==> config.mk <==
export PLATFORM = sky130hd
export DESIGN_NAME = perceptron_trainer
export DESIGN_NICKNAME = d
export VERILOG_FILES = /design/src/rtl/perceptron_pkg.sv /design/src/rtl/perceptron_dot.sv /design/src/rtl/perceptron_trainer.sv
export SDC_FILE = /design/constraint.sdc
export NUM_CORES = 1
export LEC_CHECK = 0
export ABC_AREA = 1
export BUFFER_PORTS_ARGS = -buffer_cell sky130_fd_sc_hd__buf_2
export CAP_MARGIN = 20
export CORE_UTILIZATION = 55
export DETAILED_ROUTE_END_ITERATION = 10
export MAX_ROUTING_LAYER = met4
export PLACE_DENSITY = 0.87
export RECOVER_POWER = 50
export SLEW_MARGIN = 30
export SYNTH_ARGS = -nofsm -noshare
export SYNTH_HDL_FRONTEND = slang
export SYNTH_SLANG_ARGS = --single-unit
==> constraint.sdc <==
create_clock -name clk -period 4.1 [get_ports clk]
set_input_delay 0.82 -clock clk [delete_from_list [all_inputs] [get_ports clk]]
set_output_delay 0.82 -clock clk [all_outputs]
set_load 0.01 [all_outputs]
==> src/rtl/perceptron_pkg.sv <==
// Shared types and helpers for the perceptron trainer: FSM state encoding,
// accumulator width helper and a width-parameterised saturating adder.
package perceptron_pkg;

    typedef enum logic [2:0] {IDLE, WAIT, EVAL, UPDATE, DONE} state_t;

    function automatic int acc_w(input int w_w, input int x_w, input int n_in);
        return w_w + x_w + $clog2(n_in) + 2;
    endfunction

    // Adds at full precision, then clamps to the signed range of a w-bit word.
    function automatic logic signed [31:0] sat_add(input logic signed [31:0] a,
                                                   input logic signed [31:0] b,
                                                   input int unsigned w);
        longint s;
        longint hi;
        longint lo;
        s  = longint'(a) + longint'(b);
        hi = (longint'(1) <<< (w - 1)) - 1;
        lo = -hi - 1;
        if (s > hi)
            s = hi;
        else if (s < lo)
            s = lo;
        return 32'(s);
    endfunction

endpackage

==> src/rtl/perceptron_dot.sv <==
// Combinational dot product of signed weights with unsigned features, plus bias.
module perceptron_dot #(
    parameter int N_IN  = 2,
    parameter int X_W   = 3,
    parameter int W_W   = 8,
    parameter int ACC_W = 16
) (
    input  logic [N_IN*X_W-1:0]     x,
    input  logic [N_IN*W_W-1:0]     w,
    input  logic [W_W-1:0]          bias,
    output logic signed [ACC_W-1:0] sum
);

    logic [N_IN-1:0][ACC_W-1:0] prod;

    for (genvar i = 0; i < N_IN; i++) begin : g_lane
        logic signed [ACC_W-1:0] we;
        logic signed [ACC_W-1:0] xe;
        assign we      = ACC_W'($signed(w[i*W_W +: W_W]));
        assign xe      = ACC_W'({1'b0, x[i*X_W +: X_W]});
        assign prod[i] = we * xe;
    end

    always_comb begin
        logic signed [ACC_W-1:0] acc;
        acc = ACC_W'($signed(bias));
        for (int i = 0; i < N_IN; i++)
            acc = acc + $signed(prod[i]);
        sum = acc;
    end

endmodule

==> src/rtl/perceptron_trainer.sv <==
// Perceptron trainer: classifies streamed samples and applies the perceptron
// rule until an error-free epoch or MAX_EPOCH. Bias register: PERCEPTRON_BIAS_EN.
module perceptron_trainer
    import perceptron_pkg::*;
#(
    parameter int N_IN      = 2,
    parameter int X_W       = 3,
    parameter int W_W       = 8,
    parameter int W_INIT    = 1,
    parameter int LR_SHIFT  = 0,
    parameter int MAX_EPOCH = 64
) (
    input  logic                             clk,
    input  logic                             rst_n,
    input  logic                             start,
    input  logic                             s_valid,
    output logic                             s_ready,
    input  logic [N_IN*X_W-1:0]              s_x,
    input  logic                             s_t,
    input  logic                             s_last,
    output logic [N_IN*W_W-1:0]              w_out,
    output logic [W_W-1:0]                   bias_out,
    output logic                             y,
    output logic                             y_valid,
    output logic                             busy,
    output logic                             done,
    output logic                             converged,
    output logic [$clog2(MAX_EPOCH+1)-1:0]   epoch_cnt,
    output logic [$clog2(MAX_EPOCH)+8-1:0]   err_cnt
);

    localparam int              ACC_W      = acc_w(W_W, X_W, N_IN);
    localparam int              EC_W       = $clog2(MAX_EPOCH+1);
    localparam logic [W_W-1:0]  W_RST      = W_W'(W_INIT);
    localparam logic [EC_W-1:0] EPOCH_LAST = EC_W'(MAX_EPOCH-1);

    state_t                     state, state_nxt;
    logic [N_IN-1:0][W_W-1:0]   w, w_upd;
    logic [N_IN-1:0][X_W-1:0]   xr;
    logic                       tr, lastr;
    logic [W_W-1:0]             bias;
    logic signed [ACC_W-1:0]    sum;
    logic                       err, epoch_clean, epoch_final, restart;

    assign err         = (y != tr);
    assign epoch_clean = (err_cnt == '0) && !err;
    assign epoch_final = (epoch_cnt == EPOCH_LAST);
    assign restart     = ((state == IDLE) || (state == DONE)) && start;

    assign s_ready  = (state == WAIT);
    assign busy     = (state == WAIT) || (state == EVAL) || (state == UPDATE);
    assign y_valid  = (state == UPDATE);
    assign done     = (state == DONE);
    assign w_out    = w;
    assign bias_out = bias;

    perceptron_dot #(
        .N_IN (N_IN),
        .X_W  (X_W),
        .W_W  (W_W),
        .ACC_W(ACC_W)
    ) u_dot (
        .x   (xr),
        .w   (w),
        .bias(bias),
        .sum (sum)
    );

    // Step is x_i<<LR_SHIFT, added for t=1 and subtracted for t=0.
    always_comb begin
        w_upd = w;
        for (int i = 0; i < N_IN; i++)
            w_upd[i] = W_W'(sat_add(32'($signed(w[i])),
                                    tr ? $signed(32'(xr[i]) << LR_SHIFT)
                                       : -$signed(32'(xr[i]) << LR_SHIFT),
                                    W_W));
    end

    always_ff @(posedge clk or negedge rst_n) begin
        if (!rst_n)
            state <= IDLE;
        else
            state <= state_nxt;
    end

    always_comb begin
        state_nxt = state;
        case (state)
            IDLE, DONE: if (start) state_nxt = WAIT;
            WAIT:       if (s_valid) state_nxt = EVAL;
            EVAL:       state_nxt = UPDATE;
            UPDATE: begin
                if (!lastr)
                    state_nxt = WAIT;
                else if (epoch_clean || epoch_final)
                    state_nxt = DONE;
                else
                    state_nxt = WAIT;
            end
            default:    state_nxt = IDLE;
        endcase
    end

    always_ff @(posedge clk or negedge rst_n) begin
        if (!rst_n) begin
            w         <= {N_IN{W_RST}};
            xr        <= '0;
            tr        <= 1'b0;
            lastr     <= 1'b0;
            y         <= 1'b0;
            converged <= 1'b0;
            epoch_cnt <= '0;
            err_cnt   <= '0;
        end else begin
            case (state)
                IDLE, DONE: begin
                    if (start) begin
                        w         <= {N_IN{W_RST}};
                        converged <= 1'b0;
                        epoch_cnt <= '0;
                        err_cnt   <= '0;
                    end
                end
                WAIT: begin
                    if (s_valid) begin
                        xr    <= s_x;
                        tr    <= s_t;
                        lastr <= s_last;
                    end
                end
                EVAL: y <= (sum > 0);
                UPDATE: begin
                    if (err) begin
                        w <= w_upd;
                        if (err_cnt != '1)
                            err_cnt <= err_cnt + 1'b1;
                    end
                    // Final epoch keeps its error count visible in DONE.
                    if (lastr) begin
                        epoch_cnt <= epoch_cnt + 1'b1;
                        if (epoch_clean)
                            converged <= 1'b1;
                        else if (!epoch_final)
                            err_cnt <= '0;
                    end
                end
                default: ;
            endcase
        end
    end

`ifdef PERCEPTRON_BIAS_EN
    logic [W_W-1:0] bias_upd;
    assign bias_upd = W_W'(sat_add(32'($signed(bias)),
                                   tr ? (32'sd1 <<< LR_SHIFT) : -(32'sd1 <<< LR_SHIFT),
                                   W_W));

    always_ff @(posedge clk or negedge rst_n) begin
        if (!rst_n)
            bias <= '0;
        else if (restart)
            bias <= '0;
        else if ((state == UPDATE) && err)
            bias <= bias_upd;
    end
`else
    assign bias = '0;
`endif

endmodule

==> results of run 1 <==
-- logic make-up after synthesis --
kind of cell,synth area share [%]
AO/OA/AOI/OAI,8.46
XOR/XNOR,3.90
adder cells (fa/ha/maj),23.7
buffers and inverters,14.6
flip-flops,20.7
multiplexers,0.186
other,0.0618
AND/OR/NAND/NOR,28.4
-- synthesized netlist by cell type, types with 11 or more instances --
master | count | area (um^2)
nor2_1 | 47 | 176
nor3_1 | 13 | 65.1
nand3_1 | 47 | 235
nand2_2 | 11 | 68.8
o21ai_0 | 27 | 135
a21oi_1 | 38 | 190
dfrtp_1 | 48 | 1200
ha_1 | 54 | 676
buf_4 | 11 | 82.6
xor2_1 | 18 | 158
fa_1 | 38 | 761
inv_1 | 191 | 717
nand2_1 | 206 | 773
-- sequential cells by signal, summed over array words and instances (netlist names) --
signal     count
w_out         16
state          3
lastr          1
y              1
converged      1
err_cnt       14
epoch_cnt      7
tr             1
xr             6
-- routing by layer --
layer / up-vias / GRT usage (%) / share of wire, % / wire, um
met5: - / - / 0 / 0
met4: 0 / 6.07 / 1.7 / 254
met3: 27 / 1.46 / 5.8 / 891
met2: 216 / 44.7 / 49 / 7570
met1: 2686 / 34.8 / 43 / 6670
li1: 2765 / - / - / -
-- timing repair --
action | 4_1_cts | 5_1_grt
setup endpoints to repair | 1 | 1
buffers inserted | 1 | 6
gates resized for setup | 3 | 41
pin swaps | 3 | 27
-- worst max-delay path, delay by kind of cell, from the launching register on --
kind,cells,cell delay [ns]
flip-flops,1,0.46
AO/OA/AOI/OAI,1,0.06
adder cells (fa/ha/maj),5,2.12
XOR/XNOR,1,0.17
buffers and inverters,5,0.38
AND/OR/NAND/NOR,10,0.76
-- cell type report --
cell class              count  area (um^2)
repair buffers             85          497
flip-flops and latches     50         1260
multi-input cells         589         4130
clock inverters             1         30.0
fillers                   872         3590
inverters                 199          752
clock buffers               7         76.3
well taps                 136          170
-- metrics by stage --
stage / hold WS [ns] / setup WS, ns
global route: 0.560 / -0.0939
CTS: 0.462 / 0.0177
detailed placement: 0.519 / -0.0290
finish: 0.532 / 0.0750
global placement: 0.493 / 0.105
floorplan: 0.524 / 0.0746
-- path summary, 6_finish.rpt --
kind / start / end / slack, ns / depth (start not counted)
max: xr[3]$_DFFE_PN0P_ / y$_DFFE_PN0P_ / 0.08 / 22
min in group asynchronous: rst_n / err_cnt[5]$_DFFE_PN0P_ / 0.71 / 1
min reg2reg: err_cnt[0]$_DFFE_PN0P_ / err_cnt[0]$_DFFE_PN0P_ / 0.53 / 1
max in group asynchronous: rst_n / w_out[11]$_DFFE_PN0P_ / 1.14 / 2
max reg2reg: xr[3]$_DFFE_PN0P_ / y$_DFFE_PN0P_ / 0.08 / 22
min: err_cnt[0]$_DFFE_PN0P_ / err_cnt[0]$_DFFE_PN0P_ / 0.53 / 1
==> results.tsv, run 1 <==
stage	metric	value	unit
sta	tightest_slew	1.70	ns
sta	timing.final.crit_share	98.2	%
sta	fin_skew	0.00781	ns
sta	setup_tns	0	ns
layout	layout-drive-gt1-share	17.8	%
synthesis	synth_edf_count	0	
floorplan	fp-row-count	37	
worst_setup_path	cp.arrival	4.27	ns
clock_tree	insertion_delay	0.30	ns
route	detail_route.wl_per_cell	14.4	um
outcome	outcome	finished with violations	
synthesis	syn_area	6060	um^2
route	drtPass1Iterations	6	
sta	min_period	4.02	ns
clock_tree	cts.sinks	50	
clock_tree	clk_pin_slew	0.09	ns
clock_tree	cts_tree	done	
synthesis	synth_flop_cell	dfrtp_1	
synthesis	postSynthCellCount	850	
worst_setup_path	cp_cell_sequence	buf_4 > nand2_2 > inv_2 > ha_4 > inv_1 > fa_1 > fa_1 > fa_1 > inv_2 > ha_4 > nand3_2 > nand2_2 > nand2_2 > nand2_1 > nand2_1 > nand2_1 > a21oi_2 > xnor2_1 > inv_1 > nand4_1 > nand3_1 > nand2_1	
layout	syn2layout_area_growth	14.1	%
grt	grt_pass1_vias	5195	
clock_tree	cts_buffers	5	
layout	layout_commonest_cell	nand2_1	
grt	grt_max_degree	31	
worst_setup_path	critPathMaxStageDelay	0.60	ns
worst_setup_path	startpoint_type	flip-flop	
grt	antenna_found_initial	0	
grt	grt_pass1_wl	23400	um
sta	final_hold_viol_count	0	
placement	hpwl	11800	um
worst_setup_path	crit_type	flip-flop to flip-flop	
floorplan	die-area	11500	um^2
floorplan	die_height	107	um
worst_setup_path	cp.required	4.35	ns
sta	relSlewSlack	-13.2	%
layout	utilization	65.8	%
route	vias	5694	
route	wl	15400	um
route	drt_iter0_drc	317	
layout	layout_common_cells	201 x nand2_1, 187 x inv_1, 46 x nand3_1	
layout	nNetsFinal	1034	
grt	grt.total_usage	26.3	%
route	drtAntennaViolNets	0	
placement	place_area	6580	um^2
clock_tree	cts_hold_buf	0	
synthesis	synth_seq_area_share	20.7	%
layout	final_cell_area	6920	um^2
worst_setup_path	worstSetupEndpointType	flip-flop	
clock_tree	cts_root_buffer	clkbuf_8	
worst_setup_path	cp_max_fo	7	
synthesis	syn_area_per_cell	7.13	um^2
sta	setup_viol	0	
clock_tree	cts_max_level	2	
placement	gp_congestion	0.937	
sta	slew_viol_final	31	
layout	layout.cells.non_filler	1067	
worst_hold_path	hp-class	flip-flop to flip-flop	
route	vias_per_cell	5.34	
floorplan	die_width	107	um
synthesis	synth-seq-cells	50	
floorplan	start_util	57.7	%
job	cap_viol_max_count	1	
outcome	violations	max-capacitance violations, max-slew violations	
worst_setup_path	slowest_stage	fa_1	
synthesis	synthArstFlopShare	100	%
synthesis	yosysUniqueCellTypes	49	
placement	place_inst	1052	
worst_setup_path	cp_common_cell	nand2_1	
placement	port_buffers	54	
route	drc	0	
floorplan	core	10500	um^2
synthesis	ys_warn_count	0	
clock_tree	clockBufferDepth	2	
grt	gr-total-overflow	0	
sta	max_freq	248	MHz
floorplan	ios	63	
layout	antenna_cells	0	
Power of run 1 is left out: the tool's default activity adds up to more than one toggle a clock period on the data nets, which glitch-free logic cannot reach.
==> inputs of run 2 (changes only) <==
- CTS_CLUSTER_DIAMETER: not set -> 150
- PLACE_DENSITY: 0.87 -> not set
- PLACE_DENSITY_LB_ADDON: not set -> 0.12
==> run 2 against run 1 <==
  * Flip-flop and latch count is the same
  * Worst hold slack lost 0.0066 ns
  * Wire length shrank 4.0%
  * Cell count shrank 0.28%
  * Critical path type unchanged
  * Via count shrank 2.6%
  * Count of clock-buffer cells in the layout shrank 1
  * Largest cell class unchanged
  * Critical endpoint unchanged
  * Global-route usage grew 1.2 points
  * Register-to-register slack gained 0.06 ns
  * Worst setup slack gained 0.061 ns
  * The flow now finishes without violations
==> results.tsv, run 2 (synthesis gave the netlist of run 1 again) <==
stage	metric	value	unit	change
floorplan	fp-row-count	37		unchanged
route	drtPass1Iterations	5		-1
placement	hpwl	12000	um	+2.3%
worst_hold_path	hp-start	converged$_DFFE_PN0P_		
layout	nNetsFinal	1031		-0.29%
grt	grt_pass1_vias	5401		+4.0%
worst_setup_path	worst-r2r-setup-slack	0.14	ns	+0.06 ns
sta	rsz0062_at_grt	yes		
worst_hold_path	hp-class	flip-flop to flip-flop		
worst_setup_path	worstSetupEndpointType	flip-flop		
placement	port_buffers	54		unchanged
clock_tree	cts_tree	done		
route	detail_route.wl_per_cell	13.9	um	-3.7%
layout	syn2layout_area_growth	14.4	%	
worst_setup_path	critPathMaxStageDelay	0.57	ns	-0.03 ns
worst_setup_path	crit_type	flip-flop to flip-flop		
worst_setup_path	worst-path-buf-inv	5		unchanged
placement	gp_congestion	0.920		-1.8%
clock_tree	cts_buffers	5		unchanged
clock_tree	clockBufferDepth	2		unchanged
route	drt_iter0_drc	303		-4.4%
sta	setup_tns	0	ns	unchanged
sta	fin_skew	0.00957	ns	+0.00177 ns
worst_setup_path	critPathTopFamily	adder cells		
clock_tree	cts_root_buffer	clkbuf_8		
sta	tightest_slew	1.46	ns	-0.236 ns
outcome	outcome	completed		
placement	place_inst	1052		unchanged
worst_setup_path	r2r-start	xr[3]$_DFFE_PN0P_		
floorplan	die_width	107	um	unchanged
floorplan	ios	63		unchanged
grt	grt_pass1_wl	24600	um	+5.1%
layout	layout.cells.non_filler	1064		-0.28%
worst_setup_path	startpoint_type	flip-flop		
floorplan	die-area	11500	um^2	unchanged
floorplan	core	10500	um^2	unchanged
worst_setup_path	startpoint	xr[3]$_DFFE_PN0P_		
layout	largest_reg_flops	16		unchanged
floorplan	start_util	57.7	%	unchanged
route	wl	14800	um	-4.0%
floorplan	die_height	107	um	unchanged
worst_setup_path	cp_cell_sequence	nand2_2 > inv_2 > buf_4 > ha_4 > inv_2 > fa_1 > inv_2 > fa_1 > fa_1 > ha_4 > nand2_4 > a21oi_4 > nor2_2 > nand2_1 > nand2_2 > nand2_2 > a21oi_2 > xnor2_1 > inv_1 > nand4_1 > nand3_1 > nand2_1		
sta	min_period	3.96	ns	-0.0610 ns
sta	relSlewSlack	2.50	%	+16 points
clock_tree	cts.sinks	50		unchanged
grt	grt.total_usage	27.5	%	+1.2 points
layout	layout_common_cells	197 x nand2_1, 184 x inv_1, 46 x nand3_1		
route	vias_per_cell	5.21		-2.3%
layout	antenna_cells	0		unchanged
route	drc	0		unchanged
sta	slew_viol_final	0		-100%
job	cap_viol_max_count	0		-1
layout	layout_commonest_cell	nand2_1		
worst_setup_path	cp.required	4.35	ns	about the same
worst_setup_path	cp_max_fo	7		unchanged
sta	final_hold_viol_count	0		unchanged
grt	grt_max_degree	28		-9.7%
layout	utilization	66.0	%	+0.18 points
sta	max_freq	252	MHz	+1.5%
sta	timing.final.crit_share	96.7	%	-1.5 points
placement	pre_cts_ws	-0.0379	ns	-0.00890 ns
grt	gr-total-overflow	0		unchanged
route	vias	5547		-2.6%
clock_tree	insertion_delay	0.32	ns	+0.02 ns
grt	antenna_found_initial	0		unchanged
sta	setup_viol	0		unchanged
clock_tree	cts_max_level	2		unchanged
clock_tree	clk_pin_slew	0.10	ns	about the same
worst_setup_path	cp.arrival	4.22	ns	-0.05 ns
route	drtAntennaViolNets	0		unchanged
layout	layout-drive-gt1-share	19.1	%	+1.2 points
sta	fin_ws	0.136	ns	+0.0610 ns
worst_setup_path	slowest_stage	fa_1		
==> run 2: through the flow <==
stage	area, um^2	hold WS (ns)
after floorplan	6090	0.524
after global placement	6580	0.488
after detailed placement	6580	0.500
after CTS	6730	0.519
after global routing	6940	0.546
final	6940	0.525
==> run 2: path summary, 6_finish.rpt <==
check	to	cells after the start
worst max-delay path	y$_DFFE_PN0P_	22
worst min-delay path	converged$_DFFE_PN0P_	1
worst max register to register	y$_DFFE_PN0P_	22
worst min register to register	converged$_DFFE_PN0P_	1
max in group asynchronous	xr[2]$_DFFE_PN0P_	2
min in group asynchronous	err_cnt[5]$_DFFE_PN0P_	1
==> run 2: final cells by class <==
| cell class | count | area, um^2 |
|---|---|---|
| timing repair buffer | 82 | 465 |
| sequential | 50 | 1260 |
| tap | 136 | 170 |
| inverter | 199 | 752 |
| fill | 925 | 3570 |
| clock buffer | 6 | 82.6 |
| multi-input combinational | 589 | 4170 |
| clock inverter | 2 | 38.8 |
==> run 2: per-layer routing <==
layer	vias up	part of all wire [%]	track usage, %
li1	2757	-	-
met4	0	1.2	5.58
met3	20	3.5	2.61
met5	-	0	-
met1	2626	47	36.8
met2	144	48	45.7
==> run 2: repair_timing <==
action / CTS / global route
endpoints found under the setup margin: 1 / 1
gates resized for setup: 5 / 50
pin swaps: 1 / 35
setup buffers: 1 / 3
hold buffers: 0 / 0
Power of run 2 is left out for the same reason.
